**src/rtl/vend_sequencer.sv**
```systemverilog
// vend_sequencer: coin accumulation, price compare, dispense handshake with
// timeout, and change/refund pulse train for the soda dispenser.
module vend_sequencer #(
  parameter int WIDTH    = 8,
  parameter int CHG_UNIT = 5,
  parameter int TIMEOUT  = 16
) (
  input  logic             clk,
  input  logic             rst,
  input  logic             c,
  input  logic [WIDTH-1:0] a,
  input  logic [WIDTH-1:0] s,
  input  logic             cancel,
  input  logic             disp_done,
  output logic             d,
  output logic             chg,
  output logic [WIDTH-1:0] tot,
  output logic             busy,
  output logic             fault
);

  localparam int TW = $clog2(TIMEOUT + 1);
  localparam logic [TW-1:0]    TLAST = TW'(TIMEOUT - 1);
  localparam logic [WIDTH-1:0] UNIT  = WIDTH'(CHG_UNIT);

  localparam logic [2:0] S_INIT   = 3'd0;
  localparam logic [2:0] S_WAIT   = 3'd1;
  localparam logic [2:0] S_ADD    = 3'd2;
  localparam logic [2:0] S_DISP   = 3'd3;
  localparam logic [2:0] S_CHANGE = 3'd4;

  logic [2:0]       r_state;
  logic [WIDTH-1:0] r_tot;
  logic [WIDTH-1:0] r_ahold;
  logic [TW-1:0]    r_timer;
  logic             r_cq;

  logic             w_coin;
  logic [WIDTH:0]   w_sum;
  logic             w_tmo;
  logic             w_price_met;
  logic             w_can_pay;

  assign w_coin      = c & ~r_cq;
  // One extra bit catches the carry so the add can saturate instead of wrap.
  assign w_sum       = {1'b0, r_tot} + {1'b0, r_ahold};
  assign w_tmo       = (r_state == S_DISP) && (r_timer == TLAST);
  assign w_price_met = (s != '0) && (r_tot >= s);
  assign w_can_pay   = (r_tot >= UNIT);

  // Coin-detect history, tracked in every state so coins outside WAIT are
  // consumed (rejected) rather than replayed later.
  always_ff @(posedge clk) begin
    if (rst) r_cq <= 1'b0;
    else     r_cq <= c;
  end

  // Sequencer FSM with credit, coin holding register and dispense timer.
  always_ff @(posedge clk) begin
    if (rst) begin
      r_state <= S_INIT;
      r_tot   <= '0;
      r_ahold <= '0;
      r_timer <= '0;
    end else begin
      case (r_state)
        S_INIT: begin
          r_tot   <= '0;
          r_state <= S_WAIT;
        end
        S_WAIT: begin
          if (w_coin) begin
            r_ahold <= a;
            r_state <= S_ADD;
          end else if (w_price_met) begin
            r_timer <= '0;
            r_state <= S_DISP;
          end else if (cancel && (r_tot != '0)) begin
            r_state <= S_CHANGE;
          end
        end
        S_ADD: begin
          r_tot   <= w_sum[WIDTH] ? '1 : w_sum[WIDTH-1:0];
          r_state <= S_WAIT;
        end
        S_DISP: begin
          // An acknowledge in the timeout cycle still counts as a sale.
          if (disp_done) begin
            r_tot   <= r_tot - s;
            r_state <= S_CHANGE;
          end else if (r_timer == TLAST) begin
            r_state <= S_CHANGE;   // credit untouched: full refund
          end else begin
            r_timer <= r_timer + TW'(1);
          end
        end
        S_CHANGE: begin
          // Residual below one change unit is forfeited.
          if (w_can_pay) begin
            r_tot <= r_tot - UNIT;
          end else begin
            r_tot   <= '0;
            r_state <= S_WAIT;
          end
        end
        default: r_state <= S_INIT;
      endcase
    end
  end

  assign d     = (r_state == S_DISP);
  assign chg   = (r_state == S_CHANGE) && w_can_pay;
  assign busy  = (r_state == S_DISP) || (r_state == S_CHANGE);
  assign fault = w_tmo && !disp_done;
  assign tot   = r_tot;

endmodule

```
**config.mk**
```make
export PLATFORM = sky130hd
export DESIGN_NAME = vend_sequencer
export DESIGN_NICKNAME = d
export VERILOG_FILES = /design/src/rtl/vend_sequencer.sv
export SDC_FILE = /design/constraint.sdc
export NUM_CORES = 1
export LEC_CHECK = 0
export CAP_MARGIN = 40
export CORE_MARGIN = 10
export CORE_UTILIZATION = 40
export CTS_CLUSTER_SIZE = 25
export DETAILED_ROUTE_END_ITERATION = 10
export HOLD_SLACK_MARGIN = 0.12
export PLACE_DENSITY_LB_ADDON = 0.15
export SLEW_MARGIN = 20
export SYNTH_ARGS = -nofsm -noshare
export SYNTH_HDL_FRONTEND = slang
export SYNTH_SLANG_ARGS = --single-unit
export TNS_END_PERCENT = 10
```
**constraint.sdc**
```tcl
create_clock -name clk -period 4.9 [get_ports clk]
set_input_delay 0.98 -clock clk [delete_from_list [all_inputs] [get_ports clk]]
set_output_delay 0.98 -clock clk [all_outputs]
set_load 0.02 [all_outputs]
```
### Word level (Yosys, flattened, before mapping)

Cells that the tools add are included.

| word-level totals | value |
|---|---|
| register bits after elaboration | 25 |
| bits in latches | 0 |
| bits in writable memories | 0 |
| memory bits (read-only) | 0 |
| input port bits | 21 |
| output and inout bits | 12 |
| word-level logic and storage cells | 59 |
| memories | 0 |

| operators by class | value |
|---|---|
| $add $sub $neg | 4 |
| $mul | 0 |
| divide/modulo/power cells | 0 |
| order comparisons | 2 |
| equality and inequality tests | 13 |
| shifts and indexed selects | 0 |
| mux-type cells | 16 |
| bitwise gates (word level) | 2 |
| reduce and logical (&&, ||, !) cells | 17 |

Operator list:

| kind | count |
|---|---|
| 8-bit case mux with 4 select lines | 1 |
| 8-bit two-way mux | 3 |
| 5-bit two-way mux | 4 |
| 3-bit two-way mux | 6 |
| 8-bit nonzero test | 2 |
| 2-bit != test, second input constant | 6 |
| 3-bit case mux with 4 select lines | 1 |
| 5-bit case mux with 2 select lines | 1 |
| 8-bit by 8-bit adder with 9-bit output | 1 |
| 8-bit by 3-bit >= comparator with 1-bit output, second input constant | 1 |
| 8-bit >= comparator | 1 |
| 8-bit by 3-bit subtractor with 8-bit output, second input constant | 1 |
| 8-bit subtractor | 1 |
| 3-bit by 2-bit == test with 1-bit output, second input constant | 2 |
| 5-bit by 1-bit adder with 5-bit output, second input constant | 1 |
| 5-bit by 4-bit == test with 1-bit output, second input constant | 1 |
| 1-bit logical AND | 5 |
| 5-bit AND reduction | 1 |
| 4-bit != test, second input constant | 1 |
| 2-bit AND reduction | 2 |
| 4-bit nonzero test | 1 |
| 3-bit by 1-bit == test with 1-bit output, second input constant | 1 |
| 3-bit == test, second input constant | 1 |
| 3-bit logical NOT | 1 |
| 8 further kinds | 8 |

### Longest topological paths before layout

| logic depth | value |
|---|---|
| word-level depth | 6 |
| mapped depth | 10 |
| mapped depth without buffers | 10 |

### Worst setup path before layout

OpenSTA, ideal clock, no wires.

| timing path | value |
|---|---|
| kind | input to register |
| from | in s[0] |
| to | reg r_state[2] |
| setup time | 0.112 ns |
| arrival | 2.611 ns |
| required time | 4.788 ns |
| slack | 2.176 ns |
| stages | 9 |
| buffers on the path | 0 |
| cells stage by stage | ha_1 -> inv_1 -> fa_1 -> a21o_1 -> a21oi_1 -> o21ai_1 -> a31oi_4 -> a311oi_1 -> a2111oi_1 |

| between the ends | value |
|---|---|
| word-level cells in the longest chain between the ends | 5 |
| elaborated cells between the ends (all ways) | 8 |
| classes of those cells | order compare (1); eq/ne (1); mux (3); reduce/logical (3) |

Ends and longest elaborated chain:

| item | RTL line | source |
|---|---|---|
| from (decl) | 12 | `input logic [WIDTH-1:0] s,` |
| 8-bit >= comparator or 8-bit nonzero test (tied branches) | 48 | `assign w_price_met = (s != '0) && (r_tot >= s);` |
| 1-bit logical AND (*) | 48 |  |
| 3-bit two-way mux | 75 | `end else if (w_price_met) begin` |
| 3-bit two-way mux | 72 | `if (w_coin) begin` |
| 3-bit case mux with 4 select lines | 66 | `case (r_state)` |
| to (signal assigned) | 69 | `r_state <= S_WAIT;` |
| to (signal assigned) | 74 | `r_state <= S_ADD;` |
| to (signal assigned) | 77 | `r_state <= S_DISP;` |
| to (decl) | 32 | `logic [2:0] r_state;` |

Mark *: on every way between the ends. The rest lies on a longest branch, timed or not.
A chain may end at the register's enable or synchronous reset.

### Worst setup path after layout

| timing path | value |
|---|---|
| from | reg r_tot[1], in the netlist tot[1] |
| to | out chg |

| between the ends | value |
|---|---|
| word-level cells in the longest chain between the ends | 2 |

Ends and longest elaborated chain:

| item | RTL line | source |
|---|---|---|
| from (decl) | 33 | `logic [WIDTH-1:0] r_tot;` |
| from (signal assigned) | 83 | `r_tot <= w_sum[WIDTH] ? '1 : w_sum[WIDTH-1:0];` |
| from (signal assigned) | 89 | `r_tot <= r_tot - s;` |
| from (signal assigned) | 100 | `r_tot <= r_tot - UNIT;` |
| 8-bit by 3-bit >= comparator with 1-bit output | 49 | `assign w_can_pay = (r_tot >= UNIT);` |
| 1-bit logical AND | 112 | `assign chg = (r_state == S_CHANGE) && w_can_pay;` |
| to (decl) | 16 | `output logic chg,` |

No other way between the ends.

==> run summary <==
The min-delay analysis places its worst path in the category reg2reg. The total number of clock tree sinks is 25. The number of instances resized during post-cts repair came out at 0. After detailed routing, the number of remaining DRC violations is 0. The tree is rooted in a sky130_fd_sc_hd__clkbuf_8.

The worst supply voltage drop on vdd is 0.09145 mV. The count of buffers inserted at the top-level ports is 32. The final hold violation count was 0. The antenna diode count is 0. The critical path in this run is classified as reg2out.

Measured in cells, the most critical reg-to-reg path has a length of 10. In this run the horizontal extent of the chip is 90.70 µm. The pin slew with the least headroom to its limit is 0.7836 ns. The post-CTS setup buffer count is 0. The count of nets left with antenna violations once routing finished came out at 0. Prior to clock tree synthesis, the placed netlist has a worst setup slack of 1.446 ns. The clock-pin transition on the worst setup and hold timing paths is 0.09 ns.

The buffer levels on the longest clock path is 2. The worst endpoint data arrival time came out at 2.53 ns. The average wire length per cell after detail routing is 15.12 µm. The max-cap check violation count is 0.

The met2 global-route usage came out at 21.57%. The met3 global-route usage is 3.159%. The analysis attributes to cell leakage a power of 1.116 nW. The number of placed I/O pins came out at 33.

Among all stages on the critical path, the largest delay is contributed by sky130_fd_sc_hd__clkdlybuf4s50_1. The peak per-stage delay on the critical path came out at 0.62 ns. The total congestion overflow after global routing came out at 0. The synthesis warning total is 0.

Once detailed placement completed, the half-perimeter wirelength came to 3983 µm. The synthesized netlist net count came out at 282. The count of buffer and inverter cells on the critical path came out at 3. The proportion of register bits with asynchronous set or reset after synthesis came out at 0%. The H-tree depth came out at 1. The post-synthesis to final-layout area growth is 21.71%.

The worst hold path passes through 2 cells. The biggest fanout along the worst timing path came out at 8. Once the floorplan was initialized, standard cells occupied 41.78% of the core. Walking the worst path, the cells encountered are inv_1, ha_1, and2b_1, nor2_1, a31o_2, inv_2, clkdlybuf4s50_1. The first-pass GRT wire length is 8935 µm.

The maximum achievable frequency is 0.2849 GHz. The die span in y came out at 90.70 µm. Power spread over the standard cell area amounts to 193.3 nW/µm².

The proportion of synthesized chip area in sequential cells is 25.03%. The layer with the highest usage is met2. In this run, synthesis produced a sequential element count of 25. At the worst endpoint, the required time is 3.92 ns. Entering global routing, the biggest net connects 23 pins. The number of distinct standard cells referenced by the synthesized netlist is 49. The clock latency of the later-clocked register in the worst-skew pair came out at 0.27 ns. The sum of negative setup slack came out at 0 ns.

The area of the placeable core came out at 4786 µm². The violation count after the first detailed-route iteration is 123. The initial antenna violation count was 0. For this run, the total global-route usage over all layers was measured as 12.70%. The max-slew violation count is 0. The cell depth of the worst setup path came out at 7. The via-per-instance ratio came out at 5.579. The weighted congestion reported at the end of routability-driven placement is 0.8582.

After layout, the worst setup slack is 1.389 ns. Setup repair after global routing left no endpoint under its margin. The TritonCTS buffer count came out at 3.

TritonCTS built the clock tree. Of the cells placed in the final design, the portion with a size suffix greater than 1 is 3.704%. The time the worst path needs with I/O delays and setup is 3.511 ns. The met1 usage came out at 15.74%. The floorplan die area came out at 8226 µm². The wire length after detailed routing came out at 5094 µm. For this run, the leading register cell type out of synthesis is sky130_fd_sc_hd__dfxtp_1. The first TritonRoute pass finished after 4 iterations. STA classifies the critical path startpoint as a flip-flop.

The headroom to the max-slew limit came out at 47.60%. The number of global-route vias before repair is 1902. The share of the clock period used by the worst path is 71.64%. The number of nets in the finished design came out at 315. The average size of a mapped cell is 8.401 µm².

The count of endpoints failing setup in the final report came out at 0. After floorplanning, the core was divided into 25 placement rows. STA classifies the critical path endpoint as an output port. The cell type group with the largest total delay on the critical path is buffers and inverters.

The cell count after synthesis came out at 238. The flow ran to the end, and the final reports show no timing, DRC or antenna violations. The cell area after synthesis came out at 1999 µm². The count of flip-flops with a built-in enable after synthesis came out at 0.

The number of vias after detailed routing is 1880. The total of hold buffers inserted after clock tree synthesis is 0. Across the routed clock network, the largest skew measured is 0.003726 ns.
placed cells by master (no fill, tap or decap), drive strengths merged, types with 2 or more instances in the layout:
master and instances:
inv 16, nor3b 2, o21a 4, nor3 3, mux2i 8, o211ai 6, nand2b 3, nand2 16
a21oi 16, clkdlybuf4s50 32, nor2b 2, xor2 6, o2bb2ai 2, o221ai 3, nor2 20, dfxtp 25
or3 4, a31oi 3, fa 2, and2 2, a21o 7, and3 3, ha 21, nor4 3
a22o 4, a221o 2, xnor2 9, and2b 2, nand3 4, a311oi 2, o21ai 18, clkbuf 4
a211oi 3
power by group:
group	internal, W	switching (W)	total (W)	leakage (nW)
Sequential	0.000211	0.00000960	0.000221	0.203
Combinational	0.0000583	0.0000638	0.000122	0.890
Clock	0.0000583	0.0000693	0.000128	0.0228
Total	0.000328	0.000143	0.000470	1.12
worst paths after layout:
check                                 end                    start  slack, ns
hold / removal    r_timer[4]$_SDFFE_PP0P_  r_timer[4]$_SDFFE_PP0P_       0.49
setup / recovery                      chg      tot[1]$_SDFFE_PP0P_       1.39
setup reg to reg  r_state[0]$_SDFFE_PP0P_      tot[0]$_SDFFE_PP0P_       2.41
hold reg to reg   r_timer[4]$_SDFFE_PP0P_  r_timer[4]$_SDFFE_PP0P_       0.49
registers in the layout, indices dropped and copies added, names as in the netlist:
name	flops
r_ahold	8
tot	8
r_timer	5
r_state	3
r_cq	1
cells in the mapped netlist (4+ instances only):
library cell / number / area, µm²
sky130_fd_sc_hd__dfxtp_1: 25 / 500.5
sky130_fd_sc_hd__ha_1: 21 / 262.8
sky130_fd_sc_hd__nor2_1: 20 / 75.07
sky130_fd_sc_hd__a21oi_1: 16 / 80.08
sky130_fd_sc_hd__nand2_1: 16 / 60.06
sky130_fd_sc_hd__inv_1: 15 / 56.30
sky130_fd_sc_hd__o21ai_0: 15 / 75.07
sky130_fd_sc_hd__xnor2_1: 9 / 78.83
sky130_fd_sc_hd__mux2i_1: 8 / 80.08
sky130_fd_sc_hd__a21o_1: 7 / 52.55
sky130_fd_sc_hd__o211ai_1: 6 / 45.04
sky130_fd_sc_hd__xor2_1: 6 / 52.55
sky130_fd_sc_hd__a22o_1: 4 / 35.03
sky130_fd_sc_hd__clkbuf_1: 4 / 15.01
sky130_fd_sc_hd__nand3_1: 4 / 20.02
sky130_fd_sc_hd__o21a_1: 4 / 30.03
sky130_fd_sc_hd__or3_1: 4 / 25.02
kinds of logic after synthesis:
family,Yosys count,synth area share (%)
compound gates,81,28.35
xor+xnor,15,6.571
fa+ha+maj,23,15.14
buf+inv,20,3.754
flops,25,25.03
mux,8,4.005
simple gates,66,17.15
metal layers:
layer  up-vias  routed length [µm]
met1       879                2445
met2        51                2380
li1        946                   -
met3         4                 234
met5         -                   0
met4         0                  34
stage by stage:
stage               util [%]  cell area [µm²]  cells  hold WS [ns]  total power [W]
finish                 50.85             2434    337        0.4923        0.0004704
global route           50.85             2434    337        0.5357        0.0004991
CTS                    50.85             2434    337        0.4886        0.0004741
detailed placement     49.91             2389    333        0.4691        0.0003474
global placement       49.91             2389    333        0.4699        0.0003474
floorplan                  -             1999    238        0.4426        0.0003039
worst reg2reg max path: cells and delay by family (launching register included):
| kind | cells | cell delay (ns) |
|---|---|---|
| compound gates | 6 | 1.24 |
| fa+ha+maj | 2 | 0.58 |
| buf+inv | 2 | 0.18 |
| flops | 1 | 0.39 |
final cells by class:
| class | count | area [µm²] |
|---|---|---|
| Timing Repair Buffer | 32 | 320.3 |
| Clock buffer | 4 | 45.04 |
| Inverter | 16 | 60.06 |
| Fill cell | 490 | 2352 |
| Multi-Input combinational cell | 193 | 1424 |
| Sequential cell | 25 | 500.5 |
| Tap cell | 67 | 83.83 |
Power figures use the tool's default switching activity.
